### src/rtl/lcd_seq_ctrl.sv
// HD44780 character LCD sequencer: power-on wait, init commands, two-line refresh.
// Ports: clk_i/rst_ni, line1_i/line2_i (16 ASCII chars each, char 0 in [7:0]),
//   refresh_req_i/refresh_ack_o handshake, busy_o, init_done_o, lcd_e/lcd_rs/data LCD bus.
module lcd_seq_ctrl #(
  parameter int PWR_WAIT = 750000,
  parameter int SETUP    = 2,
  parameter int E_HIGH   = 12,
  parameter int CMD_WAIT = 2000,
  parameter int CLR_WAIT = 82000
) (
  input  logic         clk_i,
  input  logic         rst_ni,
  input  logic [127:0] line1_i,
  input  logic [127:0] line2_i,
  input  logic         refresh_req_i,
  output logic         refresh_ack_o,
  output logic         busy_o,
  output logic         init_done_o,
  output logic         lcd_e,
  output logic         lcd_rs,
  output logic [7:0]   data
);

  localparam int M1 = (PWR_WAIT > CLR_WAIT) ? PWR_WAIT : CLR_WAIT;
  localparam int M2 = (SETUP > E_HIGH) ? SETUP : E_HIGH;
  localparam int M3 = (M2 > CMD_WAIT) ? M2 : CMD_WAIT;
  localparam int MAX_P = (M1 > M3) ? M1 : M3;
  localparam int CW = $clog2(MAX_P + 1);

  typedef enum logic [1:0] {
    S_PWR, S_INIT, S_IDLE, S_REFRESH
  } state_e;

  typedef enum logic [1:0] {
    P_SETUP, P_HIGH, P_WAIT
  } phase_e;

  state_e        state_q, state_d;
  phase_e        phase_q, phase_d;
  logic [CW-1:0] cnt_q, cnt_d;
  logic [5:0]    idx_q, idx_d;
  logic          pending_q, pending_d;
  logic          init_done_q, init_done_d;
  logic [127:0]  line1_q, line1_d;
  logic [127:0]  line2_q, line2_d;
  logic          rs_q, rs_d;
  logic [7:0]    data_q, data_d;

  logic          active;
  logic          cur_rs;
  logic [7:0]    cur_byte;
  logic [3:0]    ch1, ch2;
  logic [CW-1:0] lim;
  logic          cnt_last;
  logic          byte_done;
  logic          last_idx;
  logic          accept;

  always_ff @(posedge clk_i or negedge rst_ni) begin
    if (!rst_ni) begin
      state_q     <= S_PWR;
      phase_q     <= P_SETUP;
      cnt_q       <= '0;
      idx_q       <= '0;
      pending_q   <= 1'b1;
      init_done_q <= 1'b0;
      line1_q     <= '0;
      line2_q     <= '0;
      rs_q        <= 1'b0;
      data_q      <= 8'h00;
    end else begin
      state_q     <= state_d;
      phase_q     <= phase_d;
      cnt_q       <= cnt_d;
      idx_q       <= idx_d;
      pending_q   <= pending_d;
      init_done_q <= init_done_d;
      line1_q     <= line1_d;
      line2_q     <= line2_d;
      rs_q        <= rs_d;
      data_q      <= data_d;
    end
  end

  // Byte selection: idx 0..5 in INIT; 0..33 in REFRESH.
  // Low idx bits minus 1 / minus 2 give the char slot for each line.
  always_comb begin
    ch1      = idx_q[3:0] - 4'd1;
    ch2      = idx_q[3:0] - 4'd2;
    cur_rs   = 1'b0;
    cur_byte = 8'h00;
    if (state_q == S_INIT) begin
      case (idx_q)
        6'd0, 6'd1, 6'd2: cur_byte = 8'h38;
        6'd3:             cur_byte = 8'h0C;
        6'd4:             cur_byte = 8'h01;
        default:          cur_byte = 8'h06;
      endcase
    end else if (state_q == S_REFRESH) begin
      if (idx_q == 6'd0) begin
        cur_byte = 8'h80;
      end else if (idx_q <= 6'd16) begin
        cur_rs   = 1'b1;
        cur_byte = line1_q[{ch1, 3'b000} +: 8];
      end else if (idx_q == 6'd17) begin
        cur_byte = 8'hC0;
      end else begin
        cur_rs   = 1'b1;
        cur_byte = line2_q[{ch2, 3'b000} +: 8];
      end
    end
  end

  always_comb begin
    active = (state_q == S_INIT) || (state_q == S_REFRESH);
    // Bus holds its last value outside of byte transfers.
    rs_d   = active ? cur_rs : rs_q;
    data_d = active ? cur_byte : data_q;
    unique case (phase_q)
      P_SETUP: lim = CW'(SETUP - 1);
      P_HIGH:  lim = CW'(E_HIGH - 1);
      default: lim = (!cur_rs && cur_byte == 8'h01) ?
                     CW'(CLR_WAIT - 1) : CW'(CMD_WAIT - 1);
    endcase
    cnt_last  = (cnt_q == lim);
    byte_done = active && (phase_q == P_WAIT) && cnt_last;
    last_idx  = (state_q == S_INIT) ? (idx_q == 6'd5)
                                    : (idx_q == 6'd33);
    accept    = (state_q == S_IDLE) && (pending_q || refresh_req_i);
  end

  always_comb begin
    state_d     = state_q;
    phase_d     = phase_q;
    cnt_d       = cnt_q;
    idx_d       = idx_q;
    init_done_d = init_done_q;
    line1_d     = line1_q;
    line2_d     = line2_q;
    pending_d   = pending_q;
    if (accept) begin
      pending_d = 1'b0;
    end else if (state_q != S_IDLE && refresh_req_i) begin
      pending_d = 1'b1;
    end
    case (state_q)
      S_PWR: begin
        if (cnt_q == CW'(PWR_WAIT - 1)) begin
          state_d = S_INIT;
          cnt_d   = '0;
          phase_d = P_SETUP;
          idx_d   = '0;
        end else begin
          cnt_d = cnt_q + CW'(1);
        end
      end
      S_INIT, S_REFRESH: begin
        if (cnt_last) begin
          cnt_d = '0;
          unique case (phase_q)
            P_SETUP: phase_d = P_HIGH;
            P_HIGH:  phase_d = P_WAIT;
            default: begin
              phase_d = P_SETUP;
              idx_d   = idx_q + 6'd1;
            end
          endcase
        end else begin
          cnt_d = cnt_q + CW'(1);
        end
        if (byte_done && last_idx) begin
          state_d = S_IDLE;
          idx_d   = '0;
          if (state_q == S_INIT) begin
            init_done_d = 1'b1;
          end
        end
      end
      default: begin
        if (accept) begin
          state_d = S_REFRESH;
          line1_d = line1_i;
          line2_d = line2_i;
          cnt_d   = '0;
          phase_d = P_SETUP;
          idx_d   = '0;
        end
      end
    endcase
  end

  always_comb begin
    refresh_ack_o = accept;
    busy_o        = (state_q != S_IDLE);
    init_done_o   = init_done_q;
    lcd_e         = active && (phase_q == P_HIGH);
    lcd_rs        = rs_q;
    data          = data_q;
    if (active) begin
      lcd_rs = cur_rs;
      data   = cur_byte;
    end
  end

endmodule

### config.mk
export PLATFORM = sky130hd
export DESIGN_NAME = lcd_seq_ctrl
export DESIGN_NICKNAME = d
export VERILOG_FILES = /design/src/rtl/lcd_seq_ctrl.sv
export SDC_FILE = /design/constraint.sdc
export NUM_CORES = 1
export LEC_CHECK = 0
export BUFFER_PORTS_ARGS = -buffer_cell sky130_fd_sc_hd__buf_2
export CORE_UTILIZATION = 50
export DETAILED_ROUTE_END_ITERATION = 10
export GPL_TIMING_DRIVEN = 0
export PLACE_DENSITY = 0.73
export RECOVER_POWER = 100
export SLEW_MARGIN = 0
export SYNTH_ARGS = -nofsm -noshare
export SYNTH_HDL_FRONTEND = slang
export SYNTH_SLANG_ARGS = --single-unit
export TNS_END_PERCENT = 50
### constraint.sdc
create_clock -name clk_i -period 6.26 [get_ports clk_i]
set_input_delay 1.252 -clock clk_i [delete_from_list [all_inputs] [get_ports clk_i]]
set_output_delay 1.252 -clock clk_i [all_outputs]
set_load 0.005 [all_outputs]
==> Word level (Yosys, flattened, before mapping) <==
Index checks and enable logic that the tools add are counted.
{ "classes": {"reduce_logical": 24, "magnitude_cmp": 1, "bitwise_logic": 1, "n_eq_ne": 21, "n_shift": 2, "addsub": 4, "n_mux": 37} }
{ "op_table": {"columns": ["cell", "count"], "rows": [
  ["$shiftx A128 B8 Y8", 2],
  ["$mux W20", 3],
  ["$mux W8", 6],
  ["$pmux W20 S2", 1],
  ["$pmux W17 S2", 1],
  ["$mux W6", 5],
  ["$add A20 B1 Y20 const B", 1],
  ["$eq A20 B20 Y1", 1],
  ["$eq A20 B20 Y1 const B", 1],
  ["$pmux W6 S3", 1],
  ["$mux W17", 1],
  ["$eq A6 B2 Y1 const B", 2],
  ["$eq A6 B3 Y1 const B", 2],
  ["$mux W2", 6],
  ["$pmux W2 S2", 3],
  ["$pmux W6 S2", 1],
  ["$mux W1", 9],
  ["$reduce_and A3 Y1", 3],
  ["$eq A8 B1 Y1 const B", 1],
  ["$ne A2 B2 Y1 const B", 4],
  ["$logic_and A1 B1 Y1", 7],
  ["$add A6 B1 Y6 const B", 1],
  ["$eq A2 B2 Y1 const B", 3],
  ["$eq A6 B1 Y1 const B", 1],
  ["18 further kinds", 24]
]} }
{ "totals": {"reg_bits": 297, "wordCells": 100, "out_inout_bits": 13, "in_bits": 259} }

==> Depth between registers and ports, before layout <==
Gate-level depths: netlist of run 1.
{ "depth": {"depth_word": 16, "mapped_depth": 15, "ltp_nobuf": 10} }

==> Worst setup path after synthesis of run 1 <==
No wires, ideal clock.
{ "synth_path": {"kind": "reg2out", "startpoint": "register idx_q[1]", "endpoint": "output port data[3]", "n_path_buf": 6, "setup_slack_ps": 1030, "t_arrival_ps": 3978, "path_stages_with_launch": 13, "required_ps": 5008, "cell_sequence": "dfrtp_1 clkbuf_1 buf_1 clkbuf_1 inv_1 ha_1 clkbuf_1 clkbuf_1 clkbuf_1 mux4_2 mux4_2 mux2i_1 o221ai_1"} }
{ "synth_between": {"elab_chain_len": 8, "elab_cells_between_ends": 19, "classes_between": "add/sub: 2; order compare: 1; eq/ne: 5; shift: 2; mux: 7; reduce/logical: 2"} }
{ "synth_rtl": {"columns": ["element", "line_no", "rtl"], "rows": [
  ["start, declared", "41", "logic [5:0] idx_q, idx_d;"],
  ["start signal, assigned", "75", "idx_q <= idx_d;"],
  ["$sub A4 B2 Y4", "89", "ch2 = idx_q[3:0] - 4'd2;"],
  ["$shiftx A128 B8 Y8", "109", "cur_byte = line2_q[{ch2, 3'b000} +: 8];"],
  ["$mux W8", "105", "end else if (idx_q == 6'd17) begin"],
  ["$mux W8", "102", "end else if (idx_q <= 6'd16) begin"],
  ["$mux W8", "100", "if (idx_q == 6'd0) begin"],
  ["$mux W8", "99", "end else if (state_q == S_REFRESH) begin"],
  ["$mux W8 *", "92", "if (state_q == S_INIT) begin"],
  ["$mux W8 *", "199", "if (active) begin"],
  ["end, declared", "21", "output logic [7:0] data"]
]} }
Every way passes the cells marked *; elsewhere a longest branch is shown, timed or not.

==> Worst setup path after layout of run 1 <==
Same ends and word-level chain as after synthesis.

==> flow_summary.toml, run 1 <==
[run_status]
status = "finished, violations left"
failed_checks = "max-capacitance violations, max-slew violations"

[placed_design]
dp_cells = 1587
place_area_sq_um = 15900
place_hpwl_um = 27900
gp_congestion = 0.891
portBuffers = 271

[pwr]
vdd_drop_max_mv = 0.218
p_per_area_nw_per_um2 = 260
power.leakage_uw = 0.00791

[critical_path]
cp_data_required_time_ns = 5.01
end_kind = "output port"
crit_fanout = 19
critical_path_class = "reg -> out"
path_cells = "clkbuf_2 > buf_6 > inv_1 > ha_1 > clkbuf_1 > clkbuf_4 > clkbuf_2 > mux4_2 > mux4_2 > mux2i_1 > o221ai_1 > clkbuf_1"
critPathLaunchType = "flip-flop"
arrival_ns = 4.75
critPathSlowestCell = "mux4_2"
cpPeakStageDelay_ns = 0.53

[synthesis]
synth_flop_cell = "dfrtp_1"
synth.avg_cell_area_sq_um = 14.8
synthArstFlopShare_pct = 100
syn_inst = 941
synth_cell_types = 64
synth_seq_cells = 297
seq_area_frac_synth_pct = 53.3
synth_edf_count = 0
synth_fp_nets = 1208
syn_area_sq_um = 13900
ys.warnings.count = 0

[final_layout]
fin_nets = 1518
design_area_sq_um = 17000
stdcell_count = 1662
syn_to_final_growth_pct = 22.1
fillers = 2143
drive_gt1_share_pct = 52.9

[grt]
grt_max_degree = 87
globalRouteOverflowTotal = 0
antenna_found_initial = 17
grt_pass1_vias = 10300
grt_pass1_wl_um = 59200
track_usage_pct = 27.8

[floorplanning]
core-area_sq_um = 27200
die_area_sq_um = 28600
rows = 60
die-width_um = 169
die_y_um = 169
ioPinCount = 272
start_util_pct = 51.3

[timing]
fin_crit_ns = 6.00
tightestPinTransition_ns = 3.49
skew_ns = 0.0190
finalHoldViolCount = 0
rsz0062_at_grt = "no"
max_freq_ghz = 0.167
slew_headroom_pct = -133
setup_tns_ns = 0
slew_violations = 139
post-route-period-util_pct = 95.8
setup_viol = 0

[run]
cap_violations = 2

[clocking]
clkTransAtPathRegs_ns = 0.05
cts_tree = "done"
cts_setup_buffers = 0
ctsHoldBuffers = 0
ctsHtreeMaxLevel = 2
clkLatencyLatePin_ns = 0.51
clock_path_buffers = 3
root_buffer = "clkbuf_16"
cts_num_sinks = 297
numCtsBuffers = 35

[routing]
post-route-drc-count = 0
antenna_left = 0
wl_um = 38400
dr.pass1.iters = 5
via_count = 9622
avgViaCountPerCell = 5.79
wl_per_cell_um = 23.1
drt_iter0_drc = 773

[hold_path]
hp-class = "reg -> reg"
[critical path, delay by kind of cell (launching register included)]
kind | cells | cell delay, ns
compound gates | 1 | 0.31
flops | 1 | 0.43
fa+ha+maj | 1 | 0.39
mux | 3 | 1.10
buf+inv | 7 | 2.01
[stage by stage]
stage | power, uW | setup slack [ns] | util, % | hold slack [ns]
floorplan | 2180 | 1.03 | - | 0.465
global placement | 2330 | -1.69 | 58.0 | 0.484
detailed placement | 2350 | -1.06 | 58.3 | 0.488
CTS | 4460 | 0.0123 | 62.8 | 0.504
global route | 4560 | 0.0611 | 62.6 | 0.508
finish | 4420 | 0.263 | 62.6 | 0.501
[report_power, final]
| part | internal (uW) | leakage (uW) | total, uW | switching (uW) |
|---|---|---|---|---|
| logic | 159 | 0.00348 | 263 | 104 |
| clock network | 1320 | 0.000599 | 2110 | 794 |
| registers | 2000 | 0.00383 | 2050 | 44.8 |
[Yosys cell counts, types with 2 or more instances]
library cell,n,area share (%)
a311o_1,2,0.14
buf_1,3,0.081
a21boi_0,4,0.22
a31oi_1,13,0.58
clkbuf_1,42,1.1
clkinv_1,2,0.054
nor3_1,7,0.25
inv_1,8,0.22
nand3b_1,3,0.16
nor4b_1,3,0.19
nor4_1,4,0.18
xor2_1,4,0.25
mux4_2,76,12
nand2_1,20,0.54
dfrtp_1,296,53
nor2b_1,4,0.18
nand3_1,11,0.39
mux2_2,257,21
buf_6,3,0.24
ha_1,8,0.72
nor3b_1,5,0.27
o21ai_1,5,0.18
a21o_1,2,0.11
nand2b_1,5,0.22
and3_1,16,0.72
a21oi_1,24,0.86
o31ai_1,2,0.11
xnor2_1,3,0.19
nand4_1,9,0.40
o21ai_0,20,0.72
and2_1,7,0.31
buf_2,12,0.43
o211ai_1,3,0.16
a41oi_1,3,0.19
nor2_1,16,0.43
mux2i_1,11,0.79
[registers in the layout, indices dropped and copies added, names as in the netlist, 2 cells and up]
| signal | flops |
|---|---|
| phase_q | 2 |
| idx_q | 6 |
| cnt_q | 20 |
| line2_q | 128 |
| data_q | 8 |
| line1_q | 128 |
| state_q | 2 |
[placed cells by master, fill, tap and decap left out, drive strengths merged, types with 2 or more instances in the layout]
cell and n:
nand3 11, mux2i 11, and2 8, o21ai 25, a21boi 4, xor2 5, nand4 9, o31ai 3
nor3 8, a21oi 24, a41oi 4, inv 8, a21o 2, or4b 2, nor4b 3, clkbuf 109
nand2 21, nand3b 3, and3 16, a31oi 13, buf 275, clkinv 11, xnor2 3, nand2b 5
o211ai 3, a311o 2, o22ai 2, mux2 258, nor2b 4, nor2 16, dfrtp 296, bufinv 4
diode 13, mux4 76, nor3b 5, ha 8, nor4 4
[metal layers]
layer	part of all wire [%]	track usage, %	vias to the layer above
li1	-	-	4194
met1	41	36.7	4988
met2	50	45.2	348
met3	6.4	6.36	84
met4	2.7	10.3	8
met5	0.12	0	-
[what timing repair did]
action | CTS | global route
pin swaps | 0 | 0
gates resized for setup | 5 | 5
setup endpoints to repair | 8 | 5
[final cells by class]
class / count / area (sq um) / area share (%)
sequential: 297 / 7430 / 43.7
antenna: 13 / 32.5 / 0.191
clock inverter: 13 / 169 / 0.992
tap: 372 / 465 / 2.73
multi-input combinational: 573 / 6180 / 36.3
clock buffer: 50 / 1030 / 6.08
timing repair buffer: 274 / 1390 / 8.18
inverter: 10 / 37.5 / 0.221
buffer: 60 / 272 / 1.60
[final timing paths]
path,slack (ns),depth (start not counted),from,to
setup reg to reg,1.03,13,idx_q[1],cnt_q[1]
min in group asynchronous,1.94,1,rst_ni,line2_q[37]
hold reg to reg,0.50,1,line2_q[47],line2_q[47]
setup / recovery,0.26,12,idx_q[1],data[3]
max in group asynchronous,0.93,4,rst_ni,line1_q[101]
hold / removal,0.50,1,line2_q[47],line2_q[47]
[cell families (layout without fill, tap and decap cells)]
| logic type | count (synthesis) | in the layout | synth area share [%] |
|---|---|---|---|
| xor gates and xnor gates | 8 | 8 | 0.556 |
| DFF | 297 | 297 | 53.3 |
| adders and majority gates | 8 | 8 | 0.718 |
| AOI/OAI and AO/OA | 92 | 92 | 4.30 |
| buffers and inverters | 71 | 407 | 2.21 |
| and+or+nand+nor | 120 | 120 | 4.99 |
| muxes | 345 | 345 | 33.9 |
| other | 0 | 13 | 0 |
No activity file was read; power rests on OpenSTA's default activity.
==> inputs of run 2 (changes only) <==
==> constraint.sdc (replaced) <==
create_clock -name clk_i -period 5.7 [get_ports clk_i]
set_input_delay 1.14 -clock clk_i [delete_from_list [all_inputs] [get_ports clk_i]]
set_output_delay 1.14 -clock clk_i [all_outputs]
set_load 0.005 [all_outputs]
==> run 2 against run 1 <==
The flow still finishes with violations (max-capacitance violations, max-slew violations). Non-clock buffer count is 1 lower. Sequential power grew 9.8%. Critical endpoint unchanged. Critical path depth decreased by 1. Clock skew is 0.0014 ns higher. Total power is 9.8% higher. Wire length did not move. Register-to-register slack lost 0.49 ns. Flip-flop and latch count stayed put. Worst hold slack about the same. Global-route usage hardly changed.
==> flow_summary.toml, run 2 (synthesis gave the netlist of run 1 again) <==
[run_status]
failed_checks = "max-capacitance violations, max-slew violations"
status = "finished, violations left"

[placed_design]
dp_slack_ns = -1.51
place_area_sq_um = 15900
portBuffers = 271
place_hpwl_um = 27900
gp_congestion = 0.891

[routing]
drt_iter0_drc = 767
avgViaCountPerCell = 5.80
wl_um = 38400
dr.pass1.iters = 5
antenna_left = 0
post-route-drc-count = 0
wl_per_cell_um = 23.2
via_count = 9632

[critical_path]
reg2reg_slack_ns = 0.54
r2r-end = "cnt_q[1]"
r2r_start = "idx_q[1]"
cp_top_family = "buffers and inverters"
critical_path_class = "reg -> out"
crit_fanout = 19
cp_data_required_time_ns = 4.56
r2r_cells = 13
critPathLaunchType = "flip-flop"
cpPeakStageDelay_ns = 0.53
critPathSlowestCell = "mux4_2"
path_cells = "clkbuf_2 > buf_6 > inv_1 > ha_2 > clkbuf_4 > clkbuf_4 > mux4_2 > mux4_2 > mux2i_1 > o221ai_1 > buf_2"
arrival_ns = 4.39
cp_num_buf_inv = 6
end_kind = "output port"

[grt]
grt_max_degree = 87
globalRouteOverflowTotal = 0
antenna_found_initial = 16
track_usage_pct = 27.8
grt_pass1_vias = 10300
grt_pass1_wl_um = 59300

[pwr]
vdd_drop_max_mv = 0.239
p_per_area_nw_per_um2 = 285
power.leakage_uw = 0.00793

[timing]
slew_headroom_pct = -132
whs_ns = 0.501
slew_violations = 63
post-route-period-util_pct = 97.0
rsz0062_at_grt = "no"
tightestPinTransition_ns = 3.49
skew_ns = 0.0204
setup_viol = 0
fin_crit_ns = 5.53
worst_slack_ns = 0.171
finalHoldViolCount = 0
max_freq_ghz = 0.181

[clocking]
clock_path_buffers = 3
clkLatencyLatePin_ns = 0.51
cts_setup_buffers = 0
cts_tree = "done"
ctsHtreeMaxLevel = 2
cts_num_sinks = 297
root_buffer = "clkbuf_16"
numCtsBuffers = 35
ctsHoldBuffers = 0
clkTransAtPathRegs_ns = 0.05

[final_layout]
design_area_sq_um = 17000
post-route-util_pct = 62.7
final_common_cell = "dfrtp_1"
most-common-layout-cells = "296 x dfrtp_1, 268 x buf_2, 257 x mux2_2"
syn_to_final_growth_pct = 22.3
fin_nets = 1517
top_regs = "line1_q (128), line2_q (128), cnt_q (20)"
drive_gt1_share_pct = 53.4

[hold_path]
holdPathEnd = "line2_q[47]"
hp-start = "line2_q[47]"
hp-class = "reg -> reg"
hold-path-cell-count = 1

[floorplanning]
die_y_um = 169
start_util_pct = 51.3
core-area_sq_um = 27200
die_area_sq_um = 28600
rows = 60
die-width_um = 169
ioPinCount = 272

[run]
cap_violations = 1
-- run 2: changes by cell type in the layout (fill, tap and decap cells not counted), sizes merged --
cell / before / now
clkbuf: 109 / 107
diode: 13 / 12
buf: 275 / 276
-- run 2: cell type report --
cell class | instances | area (sq um)
Antenna cell | 12 | 30.0
Buffer | 59 | 270
Clock buffer | 50 | 1030
Clock inverter | 13 | 169
Fill cell | 2135 | 10100
Inverter | 10 | 37.5
Multi-Input combinational cell | 573 | 6200
Sequential cell | 297 | 7430
Tap cell | 372 | 465
Timing Repair Buffer | 274 | 1410
-- run 2: worst max-delay path by stage --
| stage | from | end | depth (start not counted) |
|---|---|---|---|
| final | idx_q[1] | data[3] | 11 |
| after global routing | idx_q[0] | data[4] | 9 |
| after CTS | idx_q[1] | data[3] | 11 |
| after detailed placement | idx_q[1] | data[3] | 13 |
| after global placement | rst_ni | line1_q[11] | 1 |
| after floorplan | idx_q[1] | data[3] | 12 |
-- run 2: per-stage QoR --
step	setup TNS (ns)	power (uW)	instances
2_1_floorplan	0	2400	941
5_1_grt	0	5010	1657
6_report	0	4860	1660
3_3_place_gp	-632.05	2560	1584
3_5_place_dp	-8.92	2580	1587
4_1_cts	0	4900	1648
-- run 2: repair_timing --
action	4_1_cts	5_1_grt
endpoints found under the setup margin	13	1
gates resized for setup	10	3
pin swaps	0	0
-- run 2: per-layer routing --
layer	GRT usage, %	routed length, um	up-vias
li1	-	-	4189
met1	36.7	15600	4994
met2	45.4	19100	362
met3	6.45	2630	79
met4	9.99	991	8
met5	0	48	-
-- run 2: where the power goes --
part | internal, uW | switching (uW)
combinational | 176 | 114
sequential | 2200 | 49.3
clock | 1450 | 870
total | 3820 | 1030
-- run 2: worst register-to-register path, cell delays in order (launching register included) --
cell,delay [ns]
dfrtp_1,0.43
clkbuf_2,0.27
buf_6,0.28
inv_1,0.19
ha_2,0.27
xnor2_1,0.35
clkbuf_1,0.60
mux2i_1,0.27
nand4_1,0.15
a211o_1,0.32
o31ai_1,1.09
nand2_4,0.18
clkbuf_1,0.32
a22o_1,0.31
